[src/rtl/syscall_unit_if.sv]
// Core <-> syscall unit signal bundle: syscall request, status outputs and
// the valid/ready display drain port.
interface syscall_unit_if #(
  parameter int unsigned DATA_W = 32
);
  logic              en;
  logic [DATA_W-1:0] v0;
  logic [DATA_W-1:0] a0;
  logic              stall;
  logic              halt;
  logic              done;
  logic              bad_code;
  logic [DATA_W-1:0] last_hex;
  logic              hex_valid;
  logic [DATA_W-1:0] hex_data;
  logic              hex_ready;
  logic [15:0]       count;

  modport master (
    output en, v0, a0, hex_ready,
    input  stall, halt, done, bad_code, last_hex, hex_valid, hex_data, count
  );

  modport slave (
    input  en, v0, a0, hex_ready,
    output stall, halt, done, bad_code, last_hex, hex_valid, hex_data, count
  );
endinterface

[src/rtl/syscall_unit.sv]
// Syscall execution unit: sticky halt, print FIFO with valid/ready drain, done after drain.
// Optional accepted-syscall counter enabled by defining SYSCALL_COUNT_EN.
module syscall_unit #(
  parameter int unsigned DATA_W     = 32,
  parameter int unsigned DEPTH      = 8,
  parameter int unsigned HALT_CODE  = 10,
  parameter int unsigned PRINT_CODE = 1
) (
  input logic          clk,
  input logic          reset,
  syscall_unit_if.slave sys_io
);

  localparam int unsigned AW = $clog2(DEPTH);

  localparam logic [DATA_W-1:0] HaltCode  = DATA_W'(HALT_CODE);
  localparam logic [DATA_W-1:0] PrintCode = DATA_W'(PRINT_CODE);
  localparam logic [AW:0]       FullOcc   = (AW + 1)'(DEPTH);
  localparam logic [AW-1:0]     PtrOne    = AW'(1);
  localparam logic [AW:0]       OccOne    = (AW + 1)'(1);

  typedef enum logic [1:0] {
    StRun,
    StDrain,
    StDone
  } state_e;

  state_e state_q, state_d;

  logic              halt_q, halt_d;
  logic              done_q, done_d;
  logic              bad_q, bad_d;
  logic [DATA_W-1:0] last_hex_q, last_hex_d;

  logic [DATA_W-1:0] mem_q [DEPTH];
  logic [AW-1:0]     wr_ptr_q, wr_ptr_d;
  logic [AW-1:0]     rd_ptr_q, rd_ptr_d;
  logic [AW:0]       occ_q, occ_d;

  logic in_run, is_print, is_halt;
  logic full, empty;
  logic push, pop, halt_req, bad_req, stall;

  assign in_run   = (state_q == StRun);
  assign is_print = (sys_io.v0 == PrintCode);
  assign is_halt  = (sys_io.v0 == HaltCode);
  assign full     = (occ_q == FullOcc);
  assign empty    = (occ_q == '0);

  // Print takes precedence if the two codes were ever configured equal.
  assign stall    = sys_io.en & in_run & is_print & full;
  assign push     = sys_io.en & in_run & is_print & ~full;
  assign halt_req = sys_io.en & in_run & ~is_print & is_halt;
  assign bad_req  = sys_io.en & in_run & ~is_print & ~is_halt;
  assign pop      = ~empty & sys_io.hex_ready;

  // Control FSM and sticky status
  always_comb begin
    state_d    = state_q;
    bad_d      = bad_q | bad_req;
    last_hex_d = push ? sys_io.a0 : last_hex_q;
    unique case (state_q)
      StRun: begin
        if (halt_req) state_d = StDrain;
      end
      StDrain: begin
        if (empty) state_d = StDone;
      end
      StDone: begin
        state_d = StDone;
      end
      default: begin
        state_d = StRun;
      end
    endcase
    halt_d = (state_d != StRun);
    done_d = (state_d == StDone);
  end

  always_ff @(posedge clk or posedge reset) begin
    if (reset) begin
      state_q    <= StRun;
      halt_q     <= 1'b0;
      done_q     <= 1'b0;
      bad_q      <= 1'b0;
      last_hex_q <= '0;
    end else begin
      state_q    <= state_d;
      halt_q     <= halt_d;
      done_q     <= done_d;
      bad_q      <= bad_d;
      last_hex_q <= last_hex_d;
    end
  end

  // Display FIFO pointers and occupancy
  always_comb begin
    wr_ptr_d = push ? wr_ptr_q + PtrOne : wr_ptr_q;
    rd_ptr_d = pop  ? rd_ptr_q + PtrOne : rd_ptr_q;
    occ_d    = occ_q;
    if (push && !pop) begin
      occ_d = occ_q + OccOne;
    end else if (pop && !push) begin
      occ_d = occ_q - OccOne;
    end
  end

  always_ff @(posedge clk or posedge reset) begin
    if (reset) begin
      wr_ptr_q <= '0;
      rd_ptr_q <= '0;
      occ_q    <= '0;
    end else begin
      wr_ptr_q <= wr_ptr_d;
      rd_ptr_q <= rd_ptr_d;
      occ_q    <= occ_d;
    end
  end

  // Storage needs no reset: occupancy alone decides what is valid.
  always_ff @(posedge clk) begin
    if (push) begin
      mem_q[wr_ptr_q] <= sys_io.a0;
    end
  end

`ifdef SYSCALL_COUNT_EN
  logic [15:0] count_q, count_d;
  logic        accept;

  assign accept = push | halt_req | bad_req;

  always_comb begin
    count_d = count_q;
    if (accept && (count_q != 16'hFFFF)) begin
      count_d = count_q + 16'd1;
    end
  end

  always_ff @(posedge clk or posedge reset) begin
    if (reset) begin
      count_q <= 16'h0000;
    end else begin
      count_q <= count_d;
    end
  end

  assign sys_io.count = count_q;
`else
  assign sys_io.count = 16'h0000;
`endif

  assign sys_io.stall     = stall;
  assign sys_io.halt      = halt_q;
  assign sys_io.done      = done_q;
  assign sys_io.bad_code  = bad_q;
  assign sys_io.last_hex  = last_hex_q;
  assign sys_io.hex_valid = ~empty;
  assign sys_io.hex_data  = mem_q[rd_ptr_q];

`ifndef SYNTHESIS
  a_done_implies_halt : assert property (@(posedge clk) disable iff (reset)
    done_q |-> halt_q);
  a_occ_bounded : assert property (@(posedge clk) disable iff (reset)
    occ_q <= FullOcc);
`endif

endmodule

[src/flat_wrapper.sv]
// flat-port wrapper written by rule: the top's interface ports become plain ports
module syscall_unit_flat 
#(
  parameter int unsigned DATA_W     = 32,
  parameter int unsigned DEPTH      = 8,
  parameter int unsigned HALT_CODE  = 10,
  parameter int unsigned PRINT_CODE = 1
)
  (clk, reset, sys_io_en, sys_io_v0, sys_io_a0, sys_io_hex_ready, sys_io_stall, sys_io_halt, sys_io_done, sys_io_bad_code, sys_io_last_hex, sys_io_hex_valid, sys_io_hex_data, sys_io_count);
  syscall_unit_if #(.DATA_W(DATA_W)) sys_io_i ();
  input logic clk;
  input logic reset;
  input wire logic [$bits(sys_io_i.en)-1:0] sys_io_en;
  input wire logic [$bits(sys_io_i.v0)-1:0] sys_io_v0;
  input wire logic [$bits(sys_io_i.a0)-1:0] sys_io_a0;
  input wire logic [$bits(sys_io_i.hex_ready)-1:0] sys_io_hex_ready;
  output wire logic [$bits(sys_io_i.stall)-1:0] sys_io_stall;
  output wire logic [$bits(sys_io_i.halt)-1:0] sys_io_halt;
  output wire logic [$bits(sys_io_i.done)-1:0] sys_io_done;
  output wire logic [$bits(sys_io_i.bad_code)-1:0] sys_io_bad_code;
  output wire logic [$bits(sys_io_i.last_hex)-1:0] sys_io_last_hex;
  output wire logic [$bits(sys_io_i.hex_valid)-1:0] sys_io_hex_valid;
  output wire logic [$bits(sys_io_i.hex_data)-1:0] sys_io_hex_data;
  output wire logic [$bits(sys_io_i.count)-1:0] sys_io_count;
  assign sys_io_i.en = sys_io_en;
  assign sys_io_i.v0 = sys_io_v0;
  assign sys_io_i.a0 = sys_io_a0;
  assign sys_io_i.hex_ready = sys_io_hex_ready;
  assign sys_io_stall = sys_io_i.stall;
  assign sys_io_halt = sys_io_i.halt;
  assign sys_io_done = sys_io_i.done;
  assign sys_io_bad_code = sys_io_i.bad_code;
  assign sys_io_last_hex = sys_io_i.last_hex;
  assign sys_io_hex_valid = sys_io_i.hex_valid;
  assign sys_io_hex_data = sys_io_i.hex_data;
  assign sys_io_count = sys_io_i.count;
  syscall_unit #(.DATA_W(DATA_W), .DEPTH(DEPTH), .HALT_CODE(HALT_CODE), .PRINT_CODE(PRINT_CODE)) u_core (.clk(clk), .reset(reset), .sys_io(sys_io_i));
endmodule
[config.mk]
export PLATFORM = sky130hd
export DESIGN_NAME = syscall_unit_flat
export DESIGN_NICKNAME = d
export VERILOG_FILES = /design/src/rtl/syscall_unit_if.sv /design/src/rtl/syscall_unit.sv /design/src/flat_wrapper.sv
export SDC_FILE = /design/constraint.sdc
export NUM_CORES = 1
export LEC_CHECK = 0
export ABC_AREA = 1
export ABC_CLOCK_PERIOD_IN_PS = 3830
export BUFFER_PORTS_ARGS = -buffer_cell sky130_fd_sc_hd__buf_2
export CORE_ASPECT_RATIO = 1.25
export CORE_MARGIN = 5
export CORE_UTILIZATION = 58
export DETAILED_ROUTE_END_ITERATION = 8
export PLACE_DENSITY = 0.8
export SYNTH_ARGS = -nofsm -noshare
export SYNTH_HDL_FRONTEND = slang
export SYNTH_SLANG_ARGS = --single-unit
[constraint.sdc]
create_clock -name clk -period 3.83 [get_ports clk]
set_input_delay 0.383 -clock clk [delete_from_list [all_inputs] [get_ports clk]]
set_output_delay 0.383 -clock clk [all_outputs]
set_load 0.01 [all_outputs]
==> results.md <==
- CTS clk-pin slew, worst paths: 0.07 ns
- Startpoint types: flip-flop
- Max_cap viols: 0
- Final hold viol count: 0
- R2R cell count: 14
- Cell area power density: 448.2 nW/um^2
- Synth warn: 0
- DRC: 0
- Vias in the first global route: 8371
- Seq/Total Area, Yosys: 71.41%
- Worst IR Drop VDD: 394.3 uV
- Synthesis-stage register bit count: 303
- Asr flop ratio synth: 15.51%
- Crit end category: primary output
- Hold_buf cts: 0
- Iter 0 DRT Violations: 819
- Vias post-DR: 8395
- Slew margin rel.: 25.28%
- WP buf/inv: 3
- Initial antenna violation count: 0
- CTS tree: yes
- Multiplexer share of the synthesized area: 0.09073%
- TritonRoute pass-1 iters: 5
- F_max: 312.6 MHz
- Clk root buf: clkbuf_16
- Area occupied by registers: 8869 um^2
- WS Path Type: reg -> out
- Yosys top cell by area: edfxtp_1
- Vert. Die Dim: 173.6 um
- Layout cells sized above 1: 19.16%
- Total grt overflow: 0
- Routed vias/inst: 5.715
- Synth Area in Compound Gates: 8.448%
- ANT cells: 0
- Syn Std Cell Area: 12410 um^2
- RSZ-0062 raised after global routing: no
- Status: finished, final reports clean
- Slowest CP cell: dfrtp_4
- Gr usage total: 22.20%
- Post-synthesis simple-gate area fraction: 14.54%
- CP Cell Sequence: clkinv_2, buf_12, nor2_1, o21ai_1, a21oi_1, a31oi_1, buf_2
- Hold Crit Class: in -> async
- Clock Skews: 0.02507 ns
- Avg WL per Cell: 18.74 um
- Final setup fails: 0
- Mean post-synth cell area: 11.83 um^2
- Worst-margin pin slew: 1.119 ns
- Synth Area in XOR/XNOR: 0.3528%
- Critical path depth: 7
- Post-Synth Adder-Cell Area: 0.6653%
- Pin count of the biggest net entering global routing: 78
- Crit share post-route: 83.52%
- DRT Wirelength: 27530 um
- Top cells by count, synth: edfxtp_1, nand2_1, nor2_1
- # rows: 59
- Post_cts resized: 0
- Final TNS setup: 0 ns
- Yosys cell types: 35
- Area fraction of the dominant cell type after synthesis: 61.94%
- Cells after synthesis: 1049
- Nets@finish: 1247
- Leak: 0.005483 uW
- Crit path largest cell delay: 0.70 ns
- Largest cells by area after synthesis: edfxtp_1, dfrtp_1, nand2_1, nor2_1, o21ai_0
- CP Data Required Time: 3.45 ns
- PnR Total Power: 6349 uW
- Largest family of logic cells by synthesized area: simple AND/OR/NAND/NOR gates
- TritonCTS buffer count: 28
- Post-DP HPWL: 15860 um
- Worst-skew pair later-pin latency: 0.55 ns
- Core Util, Final: 67.57%
- Area growth from synthesis to layout: 14.13%
- Most common cell in the netlist: edfxtp_1
- WP data arrival: 2.82 ns
- Setup Fix Bufs, Post-CTS: 0
- Worst path top cell family by delay: buffers and inverters
- Multi-input gate area in the final layout: 3115 um^2
- First-pass GRT wire length: 43480 um
- Post-synth EDFFs: 256
- FILL cells: 1467
- Most used flip-flop cell after synthesis: edfxtp_1
- Starting Density: 59.20%
- Slew Viols, Final: 0
- Max FO, Critical Path: 77
- Routability cong.: 0.7607
- PortBufs: 136
- H-tree depth: 1
- CTS sink cnt: 303
- Final antenna-violating net count: 0
- Die area: 24440 um^2
- IO Count: 153
- Die W: 140.8 um
- Tmin final: 3.199 ns
- Core footprint: 20970 um^2
- Max Root-Sink Buffers: 3
==> per-layer routing <==
layer  track usage [%]  up-vias  part of all wire (%)
li1                  -     3901                     -
met2             39.26      414                    51
met1             29.53     4049                    39
met3             3.311       31                   8.3
met5                 0        -                     0
met4             4.321        0                   1.2
==> layout by cell type (no fill, tap or decap), drive strengths merged, types with 2 or more instances in the layout <==
master / count
dfrtp: 47
edfxtp: 256
xnor2: 2
conb: 16
xor2: 3
a21oi: 35
clkinv: 11
nor2: 197
o21ai: 130
nand4: 36
clkbuf: 40
a31oi: 32
ha: 5
buf: 158
nand3: 6
nand2: 195
inv: 18
==> where the power goes <==
group,total (uW),switching [uW],internal [uW]
registers,3580,0.305,3580
logic,99.0,70.3,28.7
clock network,2670,1160,1520
==> logic make-up after synthesis <==
logic type | Yosys count
DFF | 303
AOI/OAI and AO/OA | 200
other | 1
and+or+nand+nor | 435
buffers and inverters | 98
adders and majority gates | 6
muxes | 1
xor gates and xnor gates | 5
==> sequential cells by signal (all words and copies together), names as in the netlist <==
signal / flops
u_core.sys_io.last_hex: 32
u_core.occ_q: 4
u_core.sys_io.bad_code: 1
u_core.mem_q: 256
u_core.sys_io.done: 1
u_core.wr_ptr_q: 3
u_core.rd_ptr_q: 3
u_core.state_q: 2
u_core.sys_io.halt: 1
==> worst register-to-register path, delay by kind of cell, from the launching register on <==
kind                       cells  cell delay [ns]
buffers and inverters          4             0.77
and+or+nand+nor                5             0.53
adders and majority gates      2             0.49
AOI/OAI and AO/OA              3             0.43
DFF                            1             0.42
==> through the flow <==
stage	cell area [um^2]	instances	hold WS (ns)	setup WS, ns
final	14170	1469	0.1185	0.6310
after global routing	14170	1469	0.1092	0.4677
after CTS	14170	1469	0.1048	0.6315
after detailed placement	13270	1417	0.4529	0.7276
after global placement	13270	1417	0.4489	0.9383
after floorplan	12470	1064	0.4819	0.8980
==> area by class of cell <==
class	count	area share, %
clock buffers	40	5.617
repair buffers	158	6.147
well taps	274	2.420
clock inverters	12	0.7066
multi-input cells	663	21.99
flip-flops and latches	303	62.60
inverters	19	0.5123
==> path summary, 6_finish.rpt <==
| path | to | slack, ns | from |
|---|---|---|---|
| worst max-delay path | sys_io_hex_data[29] | 0.63 | u_core.rd_ptr_q[0] |
| worst max register to register | u_core.occ_q[3] | 1.07 | u_core.state_q[1] |
| max in group asynchronous | u_core.rd_ptr_q[0] | 2.87 | reset |
| min in group clk | u_core.mem_q[2][20] | 0.12 | sys_io_a0[20] |
| worst min register to register | u_core.sys_io.last_hex[0] | 0.46 | u_core.sys_io.last_hex[0] |
| worst min-delay path | u_core.sys_io.last_hex[21] | 0.12 | reset |
(Power assumes the default switching activity.)
